==> config.mk <==
export PLATFORM = sky130hd
export DESIGN_NAME = crc_code_faulty_memory
export DESIGN_NICKNAME = d
export VERILOG_FILES = /design/src/rtl/crc_code_faulty_memory_pkg.sv /design/src/rtl/crc_code_faulty_memory_crc4_serial_step.sv /design/src/rtl/crc_code_faulty_memory.sv
export SDC_FILE = /design/constraint.sdc
export NUM_CORES = 1
export LEC_CHECK = 0
export ABC_AREA = 1
export CAP_MARGIN = 25
export CORE_MARGIN = 2
export CORE_UTILIZATION = 42
export DETAILED_ROUTE_END_ITERATION = 8
export PLACE_DENSITY = 0.6
export SYNTH_ARGS = -nofsm -noshare
export SYNTH_HDL_FRONTEND = slang
export SYNTH_SLANG_ARGS = --single-unit
==> constraint.sdc <==
create_clock -name clk -period 4.8 [get_ports clk]
set_input_delay 0.72 -clock clk [delete_from_list [all_inputs] [get_ports clk]]
set_output_delay 0.72 -clock clk [all_outputs]
set_load 0.005 [all_outputs]
==> src/rtl/crc_code_faulty_memory_pkg.sv <==
// ---------------------------------------------------------------------------
// crc_code_pkg
// Shared widths, the CRC-4 polynomial and the FSM state encoding for the
// CRC-protected fault-injection memory.
// ---------------------------------------------------------------------------
package crc_code_pkg;

    localparam int DATA_W = 8;
    localparam int ADDR_W = 4;
    localparam int CRC_W  = 4;
    localparam int CW_W   = DATA_W + CRC_W;
    localparam int DEPTH  = 2 ** ADDR_W;

    // x^4 + x + 1, top term implicit
    localparam logic [CRC_W-1:0] CRC_POLY = 4'h3;

    typedef enum logic [2:0] {
        IDLE,
        W_CRC,
        W_STORE,
        R_FETCH,
        R_CRC,
        R_DONE
    } state_t;

endpackage

==> src/rtl/crc_code_faulty_memory_crc4_serial_step.sv <==
// ---------------------------------------------------------------------------
// crc4_serial_step
// One bit of the serial CRC-4 LFSR (MSB-first, no reflection).
// Ports:
//   crc_in  - current CRC register value
//   bit_in  - next message bit
//   crc_out - CRC register after absorbing bit_in
// ---------------------------------------------------------------------------
module crc4_serial_step
    import crc_code_pkg::*;
(
    input  logic [CRC_W-1:0] crc_in,
    input  logic             bit_in,
    output logic [CRC_W-1:0] crc_out
);

    logic feedback;

    assign feedback = crc_in[CRC_W-1] ^ bit_in;
    assign crc_out  = {crc_in[CRC_W-2:0], 1'b0} ^ (feedback ? CRC_POLY : '0);

endmodule

==> src/rtl/crc_code_faulty_memory.sv <==
// ---------------------------------------------------------------------------
// crc_code_faulty_memory
// 16 x 8-bit memory where every word is stored as a 12-bit codeword
// {crc4, data}. Writes compute the CRC serially (8 cycles) before storing.
// Reads fetch the codeword, optionally XOR a 1..4 bit burst into it,
// recompute the CRC over the (possibly corrupted) data bits and flag a
// mismatch against the (possibly corrupted) stored CRC.
// Ports:
//   clk, rst               - clock, synchronous active-low reset
//   write, read            - requests, sampled only while idle (write wins)
//   data_in, addr_in       - write data / word address
//   fault_addr             - first codeword bit of the injected burst
//   burst_error_length     - burst length minus one
//   fault_enable           - inject the burst on this read
//   mem_write_busy         - write sequence in progress
//   read_busy              - read sequence in progress
//   data_valid             - read result valid (held)
//   error_detected         - CRC mismatch on the last read (held)
//   data_out               - data bits of the fetched codeword (held)
// ---------------------------------------------------------------------------
module crc_code_faulty_memory
    import crc_code_pkg::*;
(
    input  logic              clk,
    input  logic              rst,
    input  logic              write,
    input  logic              read,
    input  logic [DATA_W-1:0] data_in,
    input  logic [ADDR_W-1:0] addr_in,
    input  logic [ADDR_W-1:0] fault_addr,
    input  logic [1:0]        burst_error_length,
    input  logic              fault_enable,
    output logic              mem_write_busy,
    output logic              read_busy,
    output logic              data_valid,
    output logic              error_detected,
    output logic [DATA_W-1:0] data_out
);

    state_t              state_q, state_d;
    logic [ADDR_W-1:0]   addr_q, addr_d;
    logic [DATA_W-1:0]   data_q, data_d;
    logic [ADDR_W-1:0]   fault_addr_q, fault_addr_d;
    logic [1:0]          burst_len_q, burst_len_d;
    logic                fault_en_q, fault_en_d;
    logic [CRC_W-1:0]    crc_q, crc_d;
    logic [2:0]          cnt_q, cnt_d;
    logic [CW_W-1:0]     cw_q, cw_d;
    logic                data_valid_q, data_valid_d;
    logic                error_detected_q, error_detected_d;
    logic [DATA_W-1:0]   data_out_q, data_out_d;

    logic [CW_W-1:0]     mem_q [DEPTH];
    logic                mem_we;

    logic                step_bit;
    logic [CRC_W-1:0]    step_crc;
    logic [CW_W-1:0]     burst_mask;

    // Burst end index computed one bit wider so fault_addr=15, len=3 cannot
    // wrap back into the low bits.
    logic [ADDR_W:0]     burst_first;
    logic [ADDR_W:0]     burst_last;

    assign burst_first = {1'b0, fault_addr_q};
    assign burst_last  = burst_first + {{(ADDR_W-1){1'b0}}, burst_len_q};

    // Only indices that exist in the codeword get a mask bit, so any part of
    // the burst beyond bit CW_W-1 is simply dropped.
    generate
        for (genvar gi = 0; gi < CW_W; gi++) begin : g_mask
            localparam logic [ADDR_W:0] BIT_IDX = (ADDR_W+1)'(gi);
            assign burst_mask[gi] = fault_en_q
                                  && (BIT_IDX >= burst_first)
                                  && (BIT_IDX <= burst_last);
        end
    endgenerate

    // The write path feeds latched data, the read path feeds the fetched
    // codeword's data bits; both MSB first.
    assign step_bit = (state_q == W_CRC) ? data_q[3'd7 - cnt_q]
                                         : cw_q[3'd7 - cnt_q];

    crc4_serial_step u_step (
        .crc_in  (crc_q),
        .bit_in  (step_bit),
        .crc_out (step_crc)
    );

    always_comb begin
        state_d          = state_q;
        addr_d           = addr_q;
        data_d           = data_q;
        fault_addr_d     = fault_addr_q;
        burst_len_d      = burst_len_q;
        fault_en_d       = fault_en_q;
        crc_d            = crc_q;
        cnt_d            = cnt_q;
        cw_d             = cw_q;
        data_valid_d     = data_valid_q;
        error_detected_d = error_detected_q;
        data_out_d       = data_out_q;
        mem_we           = 1'b0;

        case (state_q)
            IDLE: begin
                if (write) begin
                    addr_d           = addr_in;
                    data_d           = data_in;
                    crc_d            = '0;
                    cnt_d            = '0;
                    data_valid_d     = 1'b0;
                    error_detected_d = 1'b0;
                    state_d          = W_CRC;
                end else if (read) begin
                    addr_d           = addr_in;
                    fault_addr_d     = fault_addr;
                    burst_len_d      = burst_error_length;
                    fault_en_d       = fault_enable;
                    crc_d            = '0;
                    cnt_d            = '0;
                    data_valid_d     = 1'b0;
                    error_detected_d = 1'b0;
                    state_d          = R_FETCH;
                end
            end
            W_CRC: begin
                crc_d = step_crc;
                cnt_d = cnt_q + 3'd1;
                if (cnt_q == 3'd7) begin
                    state_d = W_STORE;
                end
            end
            W_STORE: begin
                mem_we  = 1'b1;
                state_d = IDLE;
            end
            R_FETCH: begin
                cw_d    = mem_q[addr_q] ^ burst_mask;
                state_d = R_CRC;
            end
            R_CRC: begin
                crc_d = step_crc;
                cnt_d = cnt_q + 3'd1;
                if (cnt_q == 3'd7) begin
                    state_d = R_DONE;
                end
            end
            R_DONE: begin
                data_out_d       = cw_q[DATA_W-1:0];
                error_detected_d = (crc_q != cw_q[CW_W-1:DATA_W]);
                data_valid_d     = 1'b1;
                state_d          = IDLE;
            end
            default: begin
                state_d = IDLE;
            end
        endcase
    end

    always_ff @(posedge clk) begin
        if (!rst) begin
            state_q          <= IDLE;
            addr_q           <= '0;
            data_q           <= '0;
            fault_addr_q     <= '0;
            burst_len_q      <= '0;
            fault_en_q       <= 1'b0;
            crc_q            <= '0;
            cnt_q            <= '0;
            cw_q             <= '0;
            data_valid_q     <= 1'b0;
            error_detected_q <= 1'b0;
            data_out_q       <= '0;
            for (int i = 0; i < DEPTH; i++) begin
                mem_q[i] <= '0;
            end
        end else begin
            state_q          <= state_d;
            addr_q           <= addr_d;
            data_q           <= data_d;
            fault_addr_q     <= fault_addr_d;
            burst_len_q      <= burst_len_d;
            fault_en_q       <= fault_en_d;
            crc_q            <= crc_d;
            cnt_q            <= cnt_d;
            cw_q             <= cw_d;
            data_valid_q     <= data_valid_d;
            error_detected_q <= error_detected_d;
            data_out_q       <= data_out_d;
            if (mem_we) begin
                mem_q[addr_q] <= {crc_q, data_q};
            end
        end
    end

    assign mem_write_busy = (state_q == W_CRC) || (state_q == W_STORE);
    assign read_busy      = (state_q == R_FETCH) || (state_q == R_CRC)
                          || (state_q == R_DONE);
    assign data_valid     = data_valid_q;
    assign error_detected = error_detected_q;
    assign data_out       = data_out_q;

endmodule

Word-level counts from Yosys, hierarchy flattened:

Memories as Yosys holds them, arrays and structs flattened. A register that Yosys moved wholly into a read port is not among the register bits.
Index checks and enable logic that the tools add are counted.

* $add $sub $neg: 3
* magnitude comparators: 26
* equal/unequal tests: 10
* muxes and demuxes: 33
* bitwise logic cells: 4
* reductions and logical operators: 39

Operator list (number)
* $mux 4: 7
* $logic_and 1x1->1: 24
* $le 3x5->1 const A: 4
* $le 4x5->1 const A: 4
* $mux 3: 6
* $ge 3x4->1 const A: 4
* $ge 4x4->1 const A: 4
* $mux 12: 1
* $pmux 3 s4: 1
* $reduce_or 12->1: 1
* $xor 12x12->12: 1
* $mux 1: 11
* $le 1x5->1 const A: 2
* $le 2x5->1 const A: 2
* $eq 3x3->1 const B: 3
* $ge 1x4->1 const A: 2
* $ge 2x4->1 const A: 2
* $pmux 4 s2: 1
* $reduce_and 2->1: 4
* $bmux 1 s3: 2
* $eq 3x2->1 const B: 2
* $pmux 3 s2: 1
* $reduce_and 3->1: 2
* $reduce_bool 2->1: 3
* 17 further kinds: 21

* flip-flop bits (word level): 51
* RAM bits: 192
* input bits: 23
* word-level logic and storage cells: 128
* memories: 1

Memory list
* mem_q: depth 16, width 12, read ports 1, clocked after memory_dff 1, wr ports 16, RTL line crc_code_faulty_memory.sv:53 `logic [CW_W-1:0] mem_q [DEPTH];`

Longest topological paths before layout:

* depth in word-level cells: 8
* mapped depth: 13
* gate-level depth less buffers: 13

Cells and area by module:

Synthesis repeated with hierarchy kept, for this count alone.

* cells, all modules: 1366
* area total of the unflattened synthesis: 11680.0 um2

By module, submodules not included
* crc_code_faulty_memory: instances 1, cells an instance 1352, area an instance 11613.6 um2
* crc4_serial_step: instances 1, cells an instance 14, area an instance 66.3 um2

Least setup slack after synthesis:

OpenSTA, ideal clock, no wires.

* kind: input to register
* from: input port rst
* to: memory mem_q[0][0] (netlist name), enable pin
* library setup time: 0.350 ns
* data arrival time: 1.855 ns
* slack: 2.595 ns
* stages on the path: 6
* path buffers: 2
* cell sequence: clkbuf_1 nand2_1 nor3_2 nand2_1 buf_2 nand2_1

RTL lines
* from (decl): RTL line crc_code_faulty_memory.sv:25 `input logic rst,`
* to (decl): RTL line crc_code_faulty_memory.sv:53

Worst setup path after layout:

* from: register state_q[0]
* to: output port read_busy

* longest elaborated chain between the ends: 3
* elaborated cells between the ends (all ways): 5

RTL lines
* from (decl): RTL line crc_code_faulty_memory.sv:40 `state_t state_q, state_d;`
* from (signal assigned): RTL line crc_code_faulty_memory.sv:179 `state_q <= state_d;`
* $eq 3x2->1 or $eq 3x3->1 (tied branches): RTL line crc_code_faulty_memory.sv:198 `assign read_busy = (state_q == R_FETCH) || (state_q == R_CRC)`
* $logic_or 1x1->1: RTL line crc_code_faulty_memory.sv:198
* $logic_or 1x1->1 (*): RTL line crc_code_faulty_memory.sv:199 `|| (state_q == R_DONE);`
* to (decl): RTL line crc_code_faulty_memory.sv:34 `output logic read_busy,`

Mark *: on every way between the ends. The rest lies on a longest branch, timed or not.

==> summary.txt <==
Synthesis
  – Post-synth EDFFs: 192
  – Yosys top cell area share: 0.502
  – Syn avg cell area: 9.18 um2
  – Synth async-reset ratio: 0
  – Most used flip-flop cell after synthesis: edfxtp_1
  – #FFs+latches synth: 247
  – Post-synth top cells: nor2_1, edfxtp_1, nand2_1
  – Top-count cell post-synth: nor2_1
  – Area contributors post-synth: edfxtp_1, dfxtp_1, nor2_1
  – Post-synthesis cell type count: 33
  – Synth area leader: edfxtp_1
  – Gate Count Post-Synth: 1251
  – Cell area after synthesis: 11500 um2
  – Sequential area share after synthesis: 0.598
  – Synthesized Nets: 1279
  – Ys Warns: 0

Final layout
  – Layout area overhead: 11.5%
  – Fillers: 2576
  – Layout cells sized above 1: 0.0552
  – NumNets Final: 1276
  – Ant. Diodes: 0
  – Finished layout cell area: 12800 um2

STA
  – Setup TNS: 0 ns
  – Unrepaired setup endpoints after global routing: false
  – Setup WS post-layout: 1.33 ns
  – Relative slew slack: 0.293
  – Period utilization: 0.723
  – Final hold viol count: 0
  – Max Clock Freq: 288 MHz
  – Slew @ Worst Pin: 1.05 ns
  – Hold_ws: 0.467 ns
  – Min Tclk post-route: 3.47 ns
  – Fin. max-slew vios: 0
  – Final setup fails: 0
  – Skew final: 0.00837 ns

Clocking
  – CTS tree: yes
  – # clock sinks: 247
  – Num CTS Buffers: 27
  – CTS resizes: 0
  – CTS Buffer Depth: 3
  – Reg clk slew, reported paths: 0.06 ns
  – Clock Latency Late Sink: 0.53 ns
  – Hold_buf cts: 0
  – Post-CTS Setup Bufs: 0
  – H-Tree Depth: 1
  – Root Driver: clkbuf_16

Setup path
  – Arrival time worst endpoint: 2.75 ns
  – Crit path max-delay cell type: nor3_2
  – Crit-path cells: inv_1 -> nor3_2 -> inv_2 -> nand2_1 -> inv_1 -> nand2_1 -> clkdlybuf4s50_1
  – CP Launch Type: flop
  – Critical Path Fanout Max: 17
  – CP max stage delay: 0.75 ns
  – Type of the worst setup path: reg -> out
  – Critical path endpoint category: output pin
  – Worst Path Required: 4.08 ns

Job
  – Max_cap viols: 0

Route
  – Vias: 8577
  – Post-DRT Antenna Nets: 0
  – DRC: 0
  – DR vias/cell: 5.33
  – Drt first pass iters: 5
  – Routed wire per std cell: 19.0 um
  – DRT Wirelength: 30600 um
  – Drt initial violations: 913

Floorplanning
  – Die Ht: 169 um
  – IO Pins: 35
  – Core area: 26900 um2
  – Die area: 28700 um2
  – Initial Util: 0.427
  – Cell Rows: 60
  – Die Wd: 169 um

Placed design
  – Final Wtd Congestion: 0.887
  – Buffers on Ports: 34
  – Pre-CTS setup slack: 1.88 ns
  – Area of placed instances: 11900 um2
  – DPL Wire Length: 19900 um

Global routing
  – GR Overflow Total: 0
  – Antenna violations before repair: 0
  – First-pass GRT wire length: 46000 um
  – Largest net degree at the start of global routing: 105
  – Total track usage: 0.211
  – Vias in the first global route: 8323

Power and ir drop
  – Pwr dens: 515 nW/um2
  – VDD IR max: 258 uV
  – P_leak: 4.73 nW

Worst hold path
  – Hold Path Class: reg -> reg

Run status
  – Status: completed
[sequential cells by signal, indices dropped and copies added, names as in the netlist, named ones only]
| register | cells |
|---|---|
| mem_q | 192 |
| cw_q | 12 |
| data_out | 8 |
| data_q | 8 |
| addr_q | 4 |
| crc_q | 4 |
| fault_addr_q | 4 |
| cnt_q | 3 |
| state_q | 3 |
| burst_len_q | 2 |
| data_valid | 1 |
| error_detected | 1 |
| fault_en_q | 1 |
[cell families after synthesis]
logic type / after synthesis / share of synthesized area
AND/OR/NAND/NOR: 508 / 0.183
flip-flops: 247 / 0.598
AO/OA/AOI/OAI: 243 / 0.118
buffers and inverters: 241 / 0.0889
XOR/XNOR: 7 / 0.00534
adder cells (fa/ha/maj): 5 / 0.00610
[layout by cell type, fill, tap and decap left out, types with 12 or more instances in the layout]
| master | Yosys | routed |
|---|---|---|
| buf_4 | 0 | 12 |
| dfxtp_1 | 55 | 53 |
| clkbuf_16 | 0 | 28 |
| a21oi_1 | 96 | 96 |
| clkinv_1 | 13 | 13 |
| nand2_1 | 159 | 159 |
| nand3_1 | 108 | 108 |
| o211ai_1 | 49 | 49 |
| edfxtp_1 | 192 | 192 |
| inv_1 | 145 | 145 |
| nor2_1 | 226 | 226 |
| o21ai_0 | 87 | 87 |
| clkdlybuf4s50_1 | 0 | 33 |
[final timing paths]
check	startpoint	endpoint	slack (ns)	cells after the start
min reg2reg	data_valid	data_valid	0.47	2
max	state_q[0]	read_busy	1.33	7
max reg2reg	flop	cw_q[9]	2.09	10
min	data_valid	data_valid	0.47	2
[area by class of cell]
class                           instances  area [um2]  area share
Clock buffer                           42         797      0.0623
Tap cell                              341         427      0.0333
Timing Repair Buffer                   47         445      0.0348
Inverter                              162         608      0.0475
Sequential cell                       247        6870       0.537
Clock inverter                          6        57.6     0.00450
Multi-Input combinational cell        763        3590       0.281
[through the flow]
| stage | power, W | utilization | instances |
|---|---|---|---|
| after floorplan | 0.00394 | - | 1251 |
| after global placement | 0.00457 | 0.444 | 1560 |
| after detailed placement | 0.00458 | 0.444 | 1560 |
| after CTS | 0.00658 | 0.476 | 1608 |
| after global routing | 0.00688 | 0.476 | 1608 |
| final | 0.00659 | 0.476 | 1608 |
[metal layers]
layer	wire length [um]	track usage	part of all wire	vias to the layer above
li1	-	-	-	4166
met1	13400	0.284	0.44	4094
met2	14300	0.352	0.47	246
met3	1990	0.0315	0.065	71
met4	967	0.0665	0.032	0
met5	0	0	0	-
[worst max-delay path, delay by kind of cell (launching register included)]
| family | cells | cell delay, ns |
|---|---|---|
| and+or+nand+nor | 3 | 0.92 |
| buffers and inverters | 4 | 0.89 |
| DFF | 1 | 0.40 |
[power breakdown]
group / total, W / internal, W / leakage (nW) / switching, W
Sequential: 0.00273 / 0.00247 / 2.43 / 0.000265
Combinational: 0.00184 / 0.000539 / 1.88 / 0.00130
Clock: 0.00201 / 0.00119 / 0.424 / 0.000822
Total: 0.00659 / 0.00420 / 4.73 / 0.00239
(Power assumes the default switching activity.)
